$ cat src/rtl/herloa_mon_pkg.sv
// Shared types and width helpers for the HERLOA error-statistics monitor.
package herloa_mon_pkg;

    // Window-control FSM encoding; exported on the top's fsm_state port.
    typedef enum logic [1:0] {
        ST_IDLE  = 2'd0,
        ST_RUN   = 2'd1,
        ST_DRAIN = 2'd2,
        ST_DONE  = 2'd3
    } state_t;

    // Error counter must reach SAMPLES itself, hence the extra bit.
    function automatic int cnt_width(input int samples);
        return $clog2(samples) + 1;
    endfunction

    // ED sum holds SAMPLES * (2^(N+1)-1) without wrapping.
    function automatic int sum_width(input int n, input int samples);
        return n + 1 + $clog2(samples);
    endfunction

endpackage

$ cat src/rtl/herloa_error_monitor_if.sv
// Sample input channel of the error monitor: operands plus approximate sum.
// Handshake: a sample transfers on a rising clk edge where in_valid && in_ready;
// the producer holds in_a/in_b/in_s stable while in_valid is high and not yet
// accepted; in_ready never depends combinationally on in_valid.
interface herloa_error_monitor_if #(
    parameter int N = 16
);
    logic         in_valid;
    logic         in_ready;
    logic [N-1:0] in_a;
    logic [N-1:0] in_b;
    logic [N-1:0] in_s;

    modport master (output in_valid, output in_a, output in_b, output in_s, input in_ready);
    modport slave  (input in_valid, input in_a, input in_b, input in_s, output in_ready);
endinterface

$ cat src/rtl/herloa_ed_calc.sv
// Combinational error distance between the exact N+1-bit sum and the
// carry-less approximate sum produced by the adder.
module herloa_ed_calc #(
    parameter int N = 16
) (
    input  logic [N-1:0] a,
    input  logic [N-1:0] b,
    input  logic [N-1:0] s,
    output logic [N:0]   ed
);
    logic [N:0] exact;
    logic [N:0] approx;

    // Exact sum keeps its carry; the approximate sum never has one, so an
    // overflowing operand pair always shows up as a non-zero distance.
    always_comb begin
        exact  = {1'b0, a} + {1'b0, b};
        approx = {1'b0, s};
        ed     = (exact >= approx) ? (exact - approx) : (approx - exact);
    end
endmodule

$ cat src/rtl/herloa_error_monitor.sv
// Window-based accuracy monitor for the HERLOA approximate adder: registers
// each accepted sample, computes its ED one cycle later and accumulates
// error count, total, maximum and mean ED over SAMPLES samples.
module herloa_error_monitor
    import herloa_mon_pkg::*;
#(
    parameter int N       = 16,
    parameter int K       = 11,
    parameter int SAMPLES = 256
) (
    input  logic                                clk,
    input  logic                                rst_n,
    input  logic                                start,
    herloa_error_monitor_if.slave               in_if,
    output logic                                busy,
    output logic                                done,
    output logic [cnt_width(SAMPLES)-1:0]       err_count,
    output logic [sum_width(N, SAMPLES)-1:0]    sum_ed,
    output logic [N:0]                          max_ed,
    output logic [N:0]                          mean_ed,
    output logic [7:0]                          cfg_k,
    output state_t                              fsm_state
);
    localparam int LOG = $clog2(SAMPLES);
    localparam int CW  = cnt_width(SAMPLES);
    localparam int SW  = sum_width(N, SAMPLES);

    state_t        state_q;
    state_t        state_d;
    logic          ready;
    logic          clear;
    logic          accept;
    logic [CW-1:0] acc_cnt_q;
    logic          s1_valid_q;
    logic [N-1:0]  s1_a_q;
    logic [N-1:0]  s1_b_q;
    logic [N-1:0]  s1_s_q;
    logic [N:0]    ed;

    herloa_ed_calc #(.N(N)) u_ed_calc (
        .a  (s1_a_q),
        .b  (s1_b_q),
        .s  (s1_s_q),
        .ed (ed)
    );

    assign accept         = in_if.in_valid && ready;
    assign in_if.in_ready = ready;
    assign busy           = (state_q == ST_RUN) || (state_q == ST_DRAIN);
    assign done           = (state_q == ST_DONE);
    assign mean_ed        = sum_ed[SW-1:LOG];
    assign cfg_k          = 8'(K);
    assign fsm_state      = state_q;

    // Window FSM state register.
    always_ff @(posedge clk or negedge rst_n) begin
        if (!rst_n) state_q <= ST_IDLE;
        else        state_q <= state_d;
    end

    // Next state, accumulator clear and ready decode; start only counts in IDLE/DONE.
    always_comb begin
        state_d = state_q;
        clear   = 1'b0;
        ready   = 1'b0;
        case (state_q)
            ST_IDLE, ST_DONE: begin
                if (start) begin
                    clear   = 1'b1;
                    state_d = ST_RUN;
                end
            end
            ST_RUN: begin
                ready = 1'b1;
                if (in_if.in_valid && (acc_cnt_q == CW'(SAMPLES - 1))) state_d = ST_DRAIN;
            end
            ST_DRAIN: state_d = ST_DONE;
            default:  state_d = ST_IDLE;
        endcase
    end

    // Stage-1 sample capture plus the accepted-sample counter.
    always_ff @(posedge clk or negedge rst_n) begin
        if (!rst_n) begin
            s1_valid_q <= 1'b0;
            s1_a_q     <= '0;
            s1_b_q     <= '0;
            s1_s_q     <= '0;
            acc_cnt_q  <= '0;
        end else begin
            s1_valid_q <= accept;
            if (accept) begin
                s1_a_q    <= in_if.in_a;
                s1_b_q    <= in_if.in_b;
                s1_s_q    <= in_if.in_s;
                acc_cnt_q <= acc_cnt_q + CW'(1);
            end else if (clear) begin
                acc_cnt_q <= '0;
            end
        end
    end

    // Statistics accumulate one edge after capture; clear and a pending
    // stage-1 sample never coincide because clear only fires outside RUN/DRAIN.
    always_ff @(posedge clk or negedge rst_n) begin
        if (!rst_n) begin
            err_count <= '0;
            sum_ed    <= '0;
            max_ed    <= '0;
        end else if (clear) begin
            err_count <= '0;
            sum_ed    <= '0;
            max_ed    <= '0;
        end else if (s1_valid_q) begin
            err_count <= err_count + CW'(|ed);
            sum_ed    <= sum_ed + SW'(ed);
            if (ed > max_ed) max_ed <= ed;
        end
    end
endmodule
$ cat src/flat_wrapper.sv
// flat-port wrapper written by rule: the top's interface ports become plain ports
module herloa_error_monitor_flat import herloa_mon_pkg::*;
#(
    parameter int N       = 16,
    parameter int K       = 11,
    parameter int SAMPLES = 256
)
  (clk, rst_n, start, busy, done, err_count, sum_ed, max_ed, mean_ed, cfg_k, fsm_state, in_if_in_valid, in_if_in_a, in_if_in_b, in_if_in_s, in_if_in_ready);
  herloa_error_monitor_if #(.N(N)) in_if_i ();
  input  logic clk;
  input  logic rst_n;
  input  logic start;
  output logic busy;
  output logic done;
  output logic [cnt_width(SAMPLES)-1:0] err_count;
  output logic [sum_width(N, SAMPLES)-1:0] sum_ed;
  output logic [N:0] max_ed;
  output logic [N:0] mean_ed;
  output logic [7:0] cfg_k;
  output state_t fsm_state;
  input wire logic [$bits(in_if_i.in_valid)-1:0] in_if_in_valid;
  input wire logic [$bits(in_if_i.in_a)-1:0] in_if_in_a;
  input wire logic [$bits(in_if_i.in_b)-1:0] in_if_in_b;
  input wire logic [$bits(in_if_i.in_s)-1:0] in_if_in_s;
  output wire logic [$bits(in_if_i.in_ready)-1:0] in_if_in_ready;
  assign in_if_i.in_valid = in_if_in_valid;
  assign in_if_i.in_a = in_if_in_a;
  assign in_if_i.in_b = in_if_in_b;
  assign in_if_i.in_s = in_if_in_s;
  assign in_if_in_ready = in_if_i.in_ready;
  herloa_error_monitor #(.N(N), .K(K), .SAMPLES(SAMPLES)) u_core (.clk(clk), .rst_n(rst_n), .start(start), .in_if(in_if_i), .busy(busy), .done(done), .err_count(err_count), .sum_ed(sum_ed), .max_ed(max_ed), .mean_ed(mean_ed), .cfg_k(cfg_k), .fsm_state(fsm_state));
endmodule
$ cat config.mk
export PLATFORM = sky130hd
export DESIGN_NAME = herloa_error_monitor_flat
export DESIGN_NICKNAME = d
export VERILOG_FILES = /design/src/rtl/herloa_mon_pkg.sv /design/src/rtl/herloa_error_monitor_if.sv /design/src/rtl/herloa_ed_calc.sv /design/src/rtl/herloa_error_monitor.sv /design/src/flat_wrapper.sv
export SDC_FILE = /design/constraint.sdc
export NUM_CORES = 1
export LEC_CHECK = 0
export CAP_MARGIN = 20
export CORE_ASPECT_RATIO = 1.75
export CORE_MARGIN = 1.5
export CORE_UTILIZATION = 56
export DETAILED_ROUTE_END_ITERATION = 12
export GPL_TIMING_DRIVEN = 0
export PLACE_DENSITY = 0.83
export SYNTH_ARGS = -nofsm -noshare
export SYNTH_HDL_FRONTEND = slang
export SYNTH_HIERARCHICAL = 1
export SYNTH_SLANG_ARGS = --single-unit
$ cat constraint.sdc
create_clock -name clk -period 10.15 [get_ports clk]
set_input_delay 1.5225 -clock clk [delete_from_list [all_inputs] [get_ports clk]]
set_output_delay 1.5225 -clock clk [all_outputs]
set_load 0.01 [all_outputs]
==> results of run 1 <==
## final cells by class
type | instances | area (µm²) | share of cell area
plain buffers | 65 | 358 | 0.0347
clock buffers | 9 | 225 | 0.0219
clock inverters | 7 | 75.1 | 0.00729
inverters | 59 | 221 | 0.0215
multi-input cells | 774 | 5150 | 0.500
flip-flops and latches | 111 | 2780 | 0.270
well taps | 183 | 229 | 0.0222
repair buffers | 125 | 1270 | 0.123
## worst max path at each step
stage	startpoint	end	slack, ns	depth (start not counted)
floorplan	u_core/s1_a_q[1]	u_core/sum_ed[22]	4.45	24
global placement	u_core/s1_a_q[1]	u_core/max_ed[14]	3.15	26
detailed placement	u_core/s1_a_q[1]	u_core/max_ed[14]	3.13	26
CTS	u_core/s1_a_q[1]	u_core/max_ed[14]	3.03	26
global route	u_core/s1_a_q[1]	u_core/max_ed[15]	2.43	26
finish	u_core/s1_a_q[1]	u_core/max_ed[15]	2.88	26
## registers in the layout, indices dropped and copies added, names as in the netlist
name / flops
u_core/sum_ed: 25
u_core/max_ed: 17
u_core/s1_a_q: 16
u_core/s1_b_q: 16
u_core/s1_s_q: 16
u_core/acc_cnt_q: 9
u_core/err_count: 9
u_core/fsm_state: 2
u_core/s1_valid_q: 1
## critical path: cells and delay by family, from the launching register on
family / cells / cell delay (ns)
multiplexers: 1 / 0.23
buffers and inverters: 3 / 0.75
flip-flops: 1 / 0.42
AO/OA/AOI/OAI: 12 / 3.18
adder cells (fa/ha/maj): 3 / 0.81
XOR/XNOR: 2 / 0.56
AND/OR/NAND/NOR: 5 / 1.17
## cell usage in the layout (no fill, tap or decap), types with 5 or more instances in the layout
cell	Yosys	final
and4_1	6	6
clkbuf_16	0	9
nor2b_1	8	8
clkbuf_1	25	25
nand2_1	191	191
ha_1	89	89
nand4_1	11	11
o21a_1	5	5
and3_1	12	12
o21bai_1	8	8
nand3_1	29	29
a211oi_1	10	10
a31oi_1	8	8
xnor2_1	24	24
a21o_1	33	33
clkdlybuf4s50_1	0	123
a21oi_1	79	79
dfrtp_1	111	111
conb_1	2	8
nor2_1	48	48
xor2_1	24	24
o21ai_0	69	69
buf_2	10	10
inv_1	59	59
mux2i_1	32	32
nand2b_1	10	10
buf_4	25	26
## per-layer routing
layer,GRT usage,vias up,part of all wire
met5,0,-,0
met2,0.529,236,0.55
met4,0.164,0,0.054
met3,0.0343,71,0.032
li1,-,3724,-
met1,0.286,3623,0.36
## through the flow
stage          setup slack, ns  instance area [µm²]  instances  hold slack, ns   util
5_1_grt                   2.43                10300       1333           0.506  0.694
3_3_place_gp              3.15                 9980       1316           0.458  0.673
3_5_place_dp              3.13                10000       1317           0.470  0.674
4_1_cts                   3.03                10300       1333           0.488  0.694
6_report                  2.88                10300       1333           0.488  0.694
2_1_floorplan             4.45                 8510       1009           0.443      -
## cell families after synthesis
kind of cell	synth area share
and+or+nand+nor	0.176
AOI/OAI and AO/OA	0.197
buffers and inverters	0.0683
DFF	0.327
adders and majority gates	0.141
xor gates and xnor gates	0.0495
muxes	0.0404
other	0.000885
==> flow_metrics.py, run 1 <==
metrics = {
    "clock_tree": {
        "post-cts-setup-buffers": 0,
        "cts-root-buf": "clkbuf_16",
        "cts_buffer_depth": 2,
        "post_cts_resized": 0,
        "worst_skew_pair.late_latency_ns": 0.36,
        "cts_tree": "built",
        "cts_buffers": 9,
        "h-tree-depth": 3,
        "clkSlewWorstSetupHoldPaths_ns": 0.08,
        "numClockSinks": 111,
        "cts-hold-fix-buffers": 0,
    },
    "route": {
        "initialDrtViolationCount": 242,
        "vias": 7654,
        "vias_per_cell": 5.74,
        "dr.pass1.iters": 5,
        "wire_per_inst_um": 16.0,
        "drcViolationCount": 0,
        "wl_mm": 21.3,
        "drtAntennaViolNets": 0,
    },
    "timing": {
        "fmax_ghz": 0.138,
        "fin_setup_tns_ns": 0,
        "rsz0062_at_grt": "no",
        "hold_viol": 0,
        "tightest_slew_ns": 0.677,
        "skew_ns": 0.0136,
        "relSlewSlack": 0.535,
        "slew_viol_final": 0,
        "setup_viol": 0,
        "fin_crit_ns": 7.27,
        "timing.final.crit_share": 0.716,
    },
    "yosys": {
        "yosysSeqAreaShare": 0.327,
        "ys_async_sr_fraction": 1.00,
        "netlist.area_leader.share": 0.327,
        "ys.warnings.count": 6,
        "synthFlopType": "dfrtp_1",
        "ys_top_cells_by_count": "nand2_1 (191), dfrtp_1 (111), ha_1 (89)",
        "yosysMostFrequentCell": "nand2_1",
        "synth_largest_area_cell": "dfrtp_1",
        "synth.distinct_cells": 68,
        "syn_avg_cell_area_um2": 8.46,
        "yosys-top-cells-area": "dfrtp_1 (33%), ha_1 (13%), nand2_1 (8.4%)",
        "synth_area_mm2": 0.00849,
        "synth-seq-cells": 111,
        "synth_edf_count": 0,
        "synthCells": 1003,
    },
    "critical_path": {
        "critPathMostFrequentCell": "ha_1",
        "crit_type": "reg2reg",
        "worstPathArrival_ns": 7.50,
        "critical_path.max_fanout": 10,
        "regToRegSetupSlack_ns": 2.88,
        "r2r-end": "u_core/max_ed[15]",
        "critPathSlowestCell": "a2111oi_2",
        "r2r_cells": 26,
        "required_ns": 10.37,
        "crit_path_end_kind": "register",
        "r2r_start": "u_core/s1_a_q[1]",
        "critical_path.max_stage_delay_ns": 0.47,
        "worstSetupStartpointType": "register",
    },
    "placement": {
        "gp_congestion": 0.963,
        "portBuffers": 124,
        "dp_hpwl_mm": 17.0,
    },
    "floorplanning": {
        "coreArea_mm2": 0.0148,
        "start_util": 0.572,
        "die_area_mm2": 0.0159,
        "io_pins": 133,
        "fp-row-count": 59,
        "die_w_um": 96.1,
        "die_height_um": 166,
    },
    "cells_and_area": {
        "nNetsFinal": 1290,
        "diodes": 0,
        "n_fill_cell": 1228,
        "layout-drive-gt1-share": 0.0643,
        "area_growth_syn_to_layout_pct": 21.4,
    },
    "global_route": {
        "grtUsageTotal": 0.283,
        "grt_pass1_wl_mm": 35.5,
        "grt_max_degree": 60,
        "first_global_vias": 7735,
        "grt-ovfl-total": 0,
        "antenna_found_initial": 0,
    },
    "run": {
        "maxCapViolCount": 0,
    },
    "run_status": {
        "status": "finished clean",
    },
    "hold_path": {
        "hold_start": "u_core/s1_b_q[15]",
        "hp-class": "reg2reg",
        "holdPathStages": 2,
        "holdPathEnd": "u_core/s1_b_q[15]",
    },
}
Power of run 1 is not shown: default switching activity piles up to over one toggle a cycle in this logic, so the estimate is an artifact.
==> run 2: changes to the inputs <==
- CORE_UTILIZATION: 56 -> 55
- PLACE_DENSITY: 0.83 -> 0.81
- clock period: 10.15 -> 7.5 ns (I/O delays scaled with it)
==> run 2 against run 1 <==
Against the previous run:
- sequential share of layout area is essentially flat
- critical path depth is the same
- maximum frequency grew 4.4%
- flip-flop and latch count is the same
- clock skew shrank 0.0050 ns
- first-iteration DRC count grew 31%
==> flow_metrics.py, run 2 (synthesis results as in run 1) <==
metrics = {
    "run_status": {
        "status": "finished clean",
    },
    "cells_and_area": {
        "regArea_mm2": 0.00278,
        "final_cell_mix": "nand2_1 (191), clkdlybuf4s50_1 (123), dfrtp_1 (111)",
        "regMostFlops": "u_core/sum_ed",
        "final_cells": 1333,
        "final_core_util": 0.688,
        "n_fill_cell": 1248,
        "nNetsFinal": 1290,
        "area_growth_syn_to_layout_pct": 21.5,
        "multi_input_area_mm2": 0.00516,
        "diodes": 0,
        "final_common_cell": "nand2_1",
        "reg_top3": "u_core/sum_ed x25, u_core/max_ed x17",
        "layout-drive-gt1-share": 0.0670,
        "largest_reg_flops": 25,
        "fin_area_mm2": 0.0103,
    },
    "global_route": {
        "grt_pass1_wl_mm": 35.2,
        "first_global_vias": 7555,
        "grtUsageTotal": 0.264,
        "antenna_found_initial": 0,
        "grt_max_degree": 63,
        "grt-ovfl-total": 0,
    },
    "clock_tree": {
        "cts_tree": "built",
        "post-cts-setup-buffers": 0,
        "cts-root-buf": "clkbuf_16",
        "clkSlewWorstSetupHoldPaths_ns": 0.08,
        "h-tree-depth": 3,
        "cts_buffer_depth": 2,
        "worst_skew_pair.late_latency_ns": 0.35,
        "cts_buffers": 9,
        "numClockSinks": 111,
    },
    "route": {
        "vias_per_cell": 5.71,
        "drcViolationCount": 0,
        "initialDrtViolationCount": 316,
        "wire_per_inst_um": 15.9,
        "vias": 7611,
        "drtAntennaViolNets": 0,
        "wl_mm": 21.1,
        "dr.pass1.iters": 5,
    },
    "timing": {
        "tightest_slew_ns": 0.866,
        "setup_viol": 0,
        "fin_setup_tns_ns": 0,
        "skew_ns": 0.00860,
        "rsz0062_at_grt": "no",
        "fmax_ghz": 0.144,
        "slew_viol_final": 0,
        "hold_viol": 0,
        "relSlewSlack": 0.422,
        "fin_crit_ns": 6.97,
        "timing.final.crit_share": 0.929,
    },
    "placement": {
        "dp_hpwl_mm": 16.9,
        "dp_cells": 1317,
        "portBuffers": 124,
        "gp_congestion": 0.909,
        "dpl_cell_area_mm2": 0.0100,
    },
    "floorplanning": {
        "io_pins": 133,
        "coreArea_mm2": 0.0150,
        "start_util": 0.566,
        "die_w_um": 96.9,
        "die_area_mm2": 0.0162,
        "die_height_um": 167,
        "fp-row-count": 59,
    },
    "critical_path": {
        "required_ns": 7.77,
        "worstPathArrival_ns": 7.23,
        "crit_path_end_kind": "register",
        "crit_type": "reg2reg",
        "critical_path.max_fanout": 10,
        "worstSetupStartpointType": "register",
    },
    "run": {
        "maxCapViolCount": 0,
    },
    "hold_path": {
        "hp-class": "reg2reg",
    },
}
## run 2: cell count changes in the layout (fill, tap and decap cells not counted)
cell      before  now
nor2_2         0    1
nor2_1        48   47
a211oi_2       1    2
clkbuf_2       0    1
a211oi_1      10    9
clkbuf_1      25   24
## run 2: final cells by class
cell class | instances | share of cell area
clock buffer | 9 | 0.0218
clock inverter | 7 | 0.00728
inverter | 59 | 0.0215
sequential | 111 | 0.269
timing repair buffer | 125 | 0.123
multi-input combinational | 774 | 0.500
buffer | 65 | 0.0348
tap | 183 | 0.0222
## run 2: final timing paths
check | cells past startpoint | start | slack, ns | end
setup / recovery | 26 | u_core/s1_a_q[1] | 0.53 | u_core/max_ed[7]
hold / removal | 1 | u_core/acc_cnt_q[7] | 0.48 | u_core/acc_cnt_q[7]
setup reg to reg | 26 | u_core/s1_a_q[1] | 0.53 | u_core/max_ed[7]
hold reg to reg | 1 | u_core/acc_cnt_q[7] | 0.48 | u_core/acc_cnt_q[7]
max in group asynchronous | 2 | rst_n | 5.88 | u_core/s1_s_q[10]
min in group asynchronous | 1 | rst_n | 0.86 | u_core/sum_ed[18]
## run 2: what timing repair did
| item | in CTS | in global routing |
|---|---|---|
| hold buffers | 0 | 0 |
| setup endpoints to repair | 0 | 12 |
| gates resized for setup | 0 | 4 |
## run 2: worst max-delay path: stages, from the launching register on
cell and delay, ns:
dfrtp_1 0.42, ha_1 0.31, a21o_1 0.18, a2111oi_2 0.45
o31ai_1 0.15, a21oi_1 0.38, o21bai_1 0.11, a21o_1 0.22
xor2_1 0.15, ha_1 0.27, clkbuf_1 0.29, and4_1 0.27
nand2_1 0.11, a211oi_2 0.31, o21ai_1 0.19, nand3_4 0.19
buf_6 0.20, mux2i_1 0.23, xor2_1 0.43, ha_1 0.34
a21o_1 0.17, a21oi_1 0.22, nor2b_1 0.10, o31ai_2 0.54
buf_2 0.34, nand3_1 0.12, a21oi_1 0.16
## run 2: per-stage QoR
step                worst slack [ns]  hold WS, ns
floorplan                       1.80        0.443
global placement               0.481        0.459
detailed placement             0.454        0.467
CTS                            0.381        0.483
global route                  0.0520        0.500
finish                         0.533        0.481
## run 2: per-layer routing
layer	wire, µm	vias up	global-route usage
li1	-	3730	-
met1	7630	3604	0.270
met2	11700	218	0.505
met3	662	59	0.0301
met4	1130	0	0.161
met5	0	-	0
Power of run 2 is left out for the same reason.
